**config.mk**
```make
export PLATFORM = sky130hd
export DESIGN_NAME = cordic_sched
export DESIGN_NICKNAME = d
export VERILOG_FILES = /design/src/rtl/cordic_pkg.sv /design/src/rtl/cordic_sched_rr_arbiter.sv /design/src/rtl/cordic_sched.sv
export SDC_FILE = /design/constraint.sdc
export NUM_CORES = 1
export LEC_CHECK = 0
export BUFFER_PORTS_ARGS = -buffer_cell sky130_fd_sc_hd__buf_4
export CAP_MARGIN = 0
export CORE_ASPECT_RATIO = 1.5
export CORE_MARGIN = 2
export CORE_UTILIZATION = 52
export DETAILED_ROUTE_END_ITERATION = 7
export PLACE_DENSITY = 0.85
export SLEW_MARGIN = 20
export SYNTH_ARGS = -nofsm -noshare
export SYNTH_HDL_FRONTEND = slang
export SYNTH_SLANG_ARGS = --single-unit
```
**constraint.sdc**
```tcl
create_clock -name clk -period 6.8 [get_ports clk]
set_clock_uncertainty 0.2 [all_clocks]
set_input_delay 1.02 -clock clk [delete_from_list [all_inputs] [get_ports clk]]
set_output_delay 1.02 -clock clk [all_outputs]
set_load 0.02 [all_outputs]
```
**src/rtl/cordic_pkg.sv**
```systemverilog
// Shared types and constants for the cordic request scheduler.
package cordic_pkg;

    localparam int ANGLE_W = 16;

    // Angles the engine resolves without running its rotation loop
    localparam logic [ANGLE_W-1:0] ANGLE_0  = 16'h0000;
    localparam logic [ANGLE_W-1:0] ANGLE_45 = 16'h4000;

    typedef enum logic [1:0] {
        ST_IDLE    = 2'd0,
        ST_ISSUE   = 2'd1,
        ST_RELEASE = 2'd2
    } sched_state_t;

endpackage

```
**src/rtl/cordic_sched_rr_arbiter.sv**
```systemverilog
// Combinational requester arbiter: round-robin from a pointer, or fixed
// lowest-index priority when CORDIC_SCHED_PRIO_EN is defined.
module rr_arbiter
    import cordic_pkg::*;
#(
    parameter int N_REQ = 4,
    parameter int IDX_W = 2
) (
    input  logic [N_REQ-1:0] i_req,
`ifndef CORDIC_SCHED_PRIO_EN
    input  logic [IDX_W-1:0] i_ptr,
`endif
    output logic [N_REQ-1:0] o_grant,
    output logic [IDX_W-1:0] o_idx
);

    logic [N_REQ-1:0] w_grant;
    logic [IDX_W-1:0] w_idx;
    logic [IDX_W-1:0] w_j;
    logic             w_found;
    int               j;

    always_comb begin
        w_grant = '0;
        w_idx   = '0;
        w_found = 1'b0;
        w_j     = '0;
        j       = 0;
        for (int k = 0; k < N_REQ; k++) begin
`ifdef CORDIC_SCHED_PRIO_EN
            j = k;
`else
            j = (int'(i_ptr) + k) % N_REQ;
`endif
            w_j = IDX_W'(j);
            if (!w_found && i_req[w_j]) begin
                w_found      = 1'b1;
                w_grant[w_j] = 1'b1;
                w_idx        = w_j;
            end
        end
    end

    assign o_grant = w_grant;
    assign o_idx   = w_idx;

endmodule

```
**src/rtl/cordic_sched.sv**
```systemverilog
// Shares one cordic engine between N_REQ angle requesters, one job at a time.
// Define CORDIC_SCHED_PRIO_EN for fixed lowest-index priority instead of round-robin.
module cordic_sched
    import cordic_pkg::*;
#(
    parameter int N_REQ = 4,
    parameter int IDX_W = 2
) (
    input  logic                      clk,
    input  logic                      rst_n,
    input  logic [N_REQ-1:0]          req_valid,
    input  logic [ANGLE_W*N_REQ-1:0]  req_angle,
    output logic [N_REQ-1:0]          req_ready,
    output logic                      rsp_valid,
    output logic [IDX_W-1:0]          rsp_id,
    output logic signed [ANGLE_W-1:0] rsp_cos,
    output logic signed [ANGLE_W-1:0] rsp_sin,
    output logic                      busy,
    output logic                      cor_start,
    output logic [ANGLE_W-1:0]        cor_angle,
    input  logic signed [ANGLE_W-1:0] cor_cos,
    input  logic signed [ANGLE_W-1:0] cor_sin,
    input  logic                      cor_valid,
    input  logic                      cor_recived
);

    sched_state_t              r_state;
    logic [N_REQ-1:0]          r_ready;
    logic                      r_rsp_valid;
    logic [IDX_W-1:0]          r_rsp_id;
    logic signed [ANGLE_W-1:0] r_cos;
    logic signed [ANGLE_W-1:0] r_sin;
    logic                      r_busy;
    logic                      r_start;
    logic [ANGLE_W-1:0]        r_angle;
    logic [IDX_W-1:0]          r_id;
    logic [15:0]               r_recv_cnt;

    logic [N_REQ-1:0]          w_grant;
    logic [IDX_W-1:0]          w_idx;
    logic [ANGLE_W-1:0]        w_angle;

`ifndef CORDIC_SCHED_PRIO_EN
    logic [IDX_W-1:0]          r_ptr;
`endif

    rr_arbiter #(
        .N_REQ (N_REQ),
        .IDX_W (IDX_W)
    ) u_arb (
        .i_req   (req_valid),
`ifndef CORDIC_SCHED_PRIO_EN
        .i_ptr   (r_ptr),
`endif
        .o_grant (w_grant),
        .o_idx   (w_idx)
    );

    always_comb begin
        w_angle = '0;
        for (int i = 0; i < N_REQ; i++) begin
            if (w_grant[i]) w_angle = req_angle[ANGLE_W*i +: ANGLE_W];
        end
    end

    always_ff @(posedge clk or negedge rst_n) begin
        if (!rst_n) begin
            r_state     <= ST_IDLE;
            r_ready     <= '0;
            r_rsp_valid <= 1'b0;
            r_rsp_id    <= '0;
            r_cos       <= '0;
            r_sin       <= '0;
            r_busy      <= 1'b0;
            r_start     <= 1'b0;
            r_angle     <= '0;
            r_id        <= '0;
            r_recv_cnt  <= '0;
`ifndef CORDIC_SCHED_PRIO_EN
            r_ptr       <= '0;
`endif
        end else begin
            r_ready     <= '0;
            r_rsp_valid <= 1'b0;
            if (cor_recived) r_recv_cnt <= r_recv_cnt + 1'b1;
            case (r_state)
                ST_IDLE: begin
                    if (|req_valid) begin
                        r_ready <= w_grant;
                        r_angle <= w_angle;
                        r_id    <= w_idx;
                        r_busy  <= 1'b1;
                        r_start <= 1'b1;
                        r_state <= ST_ISSUE;
`ifndef CORDIC_SCHED_PRIO_EN
                        if (w_idx == IDX_W'(N_REQ-1)) r_ptr <= '0;
                        else                          r_ptr <= w_idx + 1'b1;
`endif
                    end
                end
                ST_ISSUE: begin
                    if (cor_valid) begin
                        r_cos       <= cor_cos;
                        r_sin       <= cor_sin;
                        r_rsp_id    <= r_id;
                        r_rsp_valid <= 1'b1;
                        r_start     <= 1'b0;
                        r_state     <= ST_RELEASE;
                    end
                end
                ST_RELEASE: begin
                    // Engine must drop valid (back in its IDLE) before a new start
                    if (!cor_valid) begin
                        r_busy  <= 1'b0;
                        r_state <= ST_IDLE;
                    end
                end
                default: r_state <= ST_IDLE;
            endcase
        end
    end

    assign req_ready = r_ready;
    assign rsp_valid = r_rsp_valid;
    assign rsp_id    = r_rsp_id;
    assign rsp_cos   = r_cos;
    assign rsp_sin   = r_sin;
    assign busy      = r_busy;
    assign cor_start = r_start;
    assign cor_angle = r_angle;

endmodule

```
==> flow_metrics.tcl <==
set metrics [dict create \
    num_vias 4041 \
    viasPerCell 5.78 \
    synthesis.area_um2 3870 \
    post-cts-setup-buffer-count 0 \
    min_path_cells 2 \
    synth_top_area_share_pct 40.8 \
    ant_nets 0 \
    slew_violations 0 \
    ctsLongestPathBuffers 2 \
    grt_overflow 0 \
    tightest_slew_ns 0.942 \
    rr_worst_depth 8 \
    detailedPlace.worstSlack_ns 2.79 \
    min_path_type "flop to flop" \
    synth_warnings 0 \
    status "completed" \
    worstHoldStart "r_id[1]" \
    synth_edf_count 0 \
    antenna_found_initial 0 \
    p_leak_nw 2.65 \
    cap_viol_max_count 0 \
    synthTopCellsByArea "dfrtp_1 (41%), nand2_1 (13%), o2111ai_1 (3.6%)" \
    avgRoutedWirePerCell_um 16.5 \
    die_w_um 74.4 \
    worstPathCellList "inv_1, ha_1, mux4_2, nand3b_1, a21oi_2, or2_1, o2111ai_1, nand2_1" \
    path_clk_slew_ns 0.07 \
    powerDensity_nw_per_um2 516 \
    slew_headroom_pct 37.2 \
    ir_worst_vdd_uv 271 \
    syn-mean-instance-area_um2 8.43 \
    drive_gt1_share_pct 31.1 \
    rsz0062_at_grt "no" \
    syn-instance-count 459 \
    cts-root-buf "clkbuf_8" \
    yosys.area.top_type "dfrtp_1" \
    synth_seq_cells 63 \
    clk_latency_ns 0.34 \
    cp.buffers_inverters 1 \
    finalCriticalPeriod_ns 4.11 \
    critPathMaxFanout 17 \
    grt_max_degree 64 \
    nets 705 \
    cts.sinks 63 \
    antennaDiodeCount 0 \
    cp_top_family "simple AND/OR/NAND/NOR gates" \
    fin_setup_tns_ns 0 \
    maxClockFrequency_mhz 243 \
    dp_hpwl_um 7990 \
    fillers 591 \
    yosysSeqAreaShare_pct 40.8 \
    finalHoldViolations 0 \
    start_util_pct 53.5 \
    gp_congestion 0.851 \
    hold_buffers 0 \
    grt_pass1_vias 4022 \
    die_height_um 110 \
    drtIter0Drc 303 \
    finalWorstSetupSlack_ns 2.69 \
    drc_errors 0 \
    h-tree-depth 3 \
    setup_viol 0 \
    synth_nets 570 \
    core_um2 7230 \
    synth.distinct_cells 41 \
    wl_um 11500 \
    grt_pass1_wl_um 18400 \
    cts_tree "yes" \
    critPathCaptureType "flop" \
    cts_resized 0 \
    pin_count 161 \
    portBuffers 159 \
    cts-buffers-inserted 9 \
    drt_first_pass_iters 5 \
    dieArea_um2 8160 \
    async_reset_ff_share_pct 100 \
    syn2layout_area_growth_pct 36.0 \
    slowest_delay_ns 0.77 \
    slowest_stage "dfrtp_1" \
    worstPathRequired_ns 6.87 \
    ys.flop_type "dfrtp_1" \
    min_period_over_period_pct 60.4 \
    arrival_ns 4.18 \
    grt_usage_pct 28.9 \
    start_kind "flop" \
    cp.depth 8 \
    path_class "flop to flop" \
    row_count 38 \
]
-- worst reg2reg max path, cell delays in order, from the launching register on --
cell	delay (ns)
dfrtp_1	0.77
inv_1	0.19
ha_1	0.44
mux4_2	0.48
nand3b_1	0.24
a21oi_2	0.72
or2_1	0.66
o2111ai_1	0.23
nand2_1	0.12
-- path summary, 6_finish.rpt --
check	slack (ns)	to
worst max-delay path	2.69	cor_angle[12]
worst min-delay path	0.27	rsp_id[1]
worst max register to register	2.69	cor_angle[12]
worst min register to register	0.27	rsp_id[1]
max in group asynchronous	5.30	rsp_cos[14]
min in group asynchronous	0.57	cor_angle[3]
-- layer usage --
metal,GRT usage [%],share of wire (%),wire length (um),up-vias
li1,-,-,-,1897
met1,32.8,37,4240,1909
met5,0,0,0,-
met4,13.6,2.6,304,0
met2,50.2,53,6080,208
met3,6.69,7.6,880,27
-- state kept, by name, indices dropped and copies added, names as in the netlist, named ones only --
register and cells:
cor_angle 16, rsp_cos 16, rsp_sin 16, req_ready 4
r_id 2, r_state 2, rsp_id 2, busy 1
cor_start 1, r_ptr 1, rsp_valid 1
-- cell families (layout without fill, tap and decap cells) --
family / after synthesis / in the layout / synth area share [%]
flops: 63 / 63 / 40.8
compound gates: 137 / 137 / 25.9
fa+ha+maj: 7 / 7 / 2.26
buf+inv: 59 / 199 / 6.86
mux: 5 / 5 / 2.59
simple gates: 186 / 186 / 21.2
xor+xnor: 2 / 2 / 0.453
-- area by class of cell --
class,count,area [um^2],share of cell area (%)
inverter,21,78.8,1.50
clock inverter,5,81.3,1.55
clock buffer,11,141,2.69
timing repair buffer,162,1220,23.1
multi-input combinational,337,2040,38.8
tap,100,125,2.38
sequential,63,1580,30.0
-- report_power, final --
group	total (mW)	switching, mW	internal, mW	leakage (nW)
clock network	0.365	0.148	0.216	0.110
logic	1.67	1.03	0.639	1.76
registers	0.678	0.123	0.555	0.776
-- cell usage in the layout (no fill, tap or decap), drive strengths merged, types with 4 or more instances in the layout --
| cell type | count |
|---|---|
| buf | 162 |
| nand2 | 130 |
| dfrtp | 63 |
| inv | 20 |
| o21a | 17 |
| a21boi | 17 |
| a31oi | 16 |
| o21bai | 16 |
| o2111ai | 16 |
| nand3 | 16 |
| o211ai | 16 |
| nand4 | 16 |
| a22oi | 16 |
| clkbuf | 11 |
| a21oi | 9 |
| ha | 7 |
| nor2 | 6 |
| o21ai | 6 |
| mux4 | 4 |
| nand2b | 4 |
| nand3b | 4 |
-- synth_stat cells, types with 3 or more instances --
| master | number |
|---|---|
| nor2b_1 | 3 |
| dfrtp_1 | 63 |
| nand3b_1 | 4 |
| o21a_1 | 17 |
| clkbuf_1 | 26 |
| nand2_1 | 130 |
| nor2_1 | 6 |
| a21oi_1 | 7 |
| a22oi_1 | 16 |
| buf_2 | 5 |
| a21boi_0 | 17 |
| nand4_1 | 16 |
| o21ai_0 | 6 |
| o211ai_1 | 16 |
| mux4_2 | 4 |
| o2111ai_1 | 16 |
| inv_1 | 20 |
| nand3_1 | 16 |
| nand2b_1 | 4 |
| ha_1 | 7 |
| a31oi_1 | 16 |
| o21bai_1 | 16 |
| buf_6 | 4 |
-- through the flow --
| stage | hold slack, ns | util (%) | area (um^2) | total power, mW | cells |
|---|---|---|---|---|---|
| finish | 0.270 | 72.8 | 5260 | 2.72 | 699 |
| global placement | 0.259 | 69.6 | 5030 | 2.28 | 683 |
| detailed placement | 0.265 | 69.6 | 5030 | 2.34 | 683 |
| floorplan | 0.239 | - | 3870 | 1.82 | 459 |
| CTS | 0.281 | 72.7 | 5260 | 2.70 | 699 |
| global route | 0.294 | 72.8 | 5260 | 2.91 | 699 |
(Power assumes the default switching activity.)
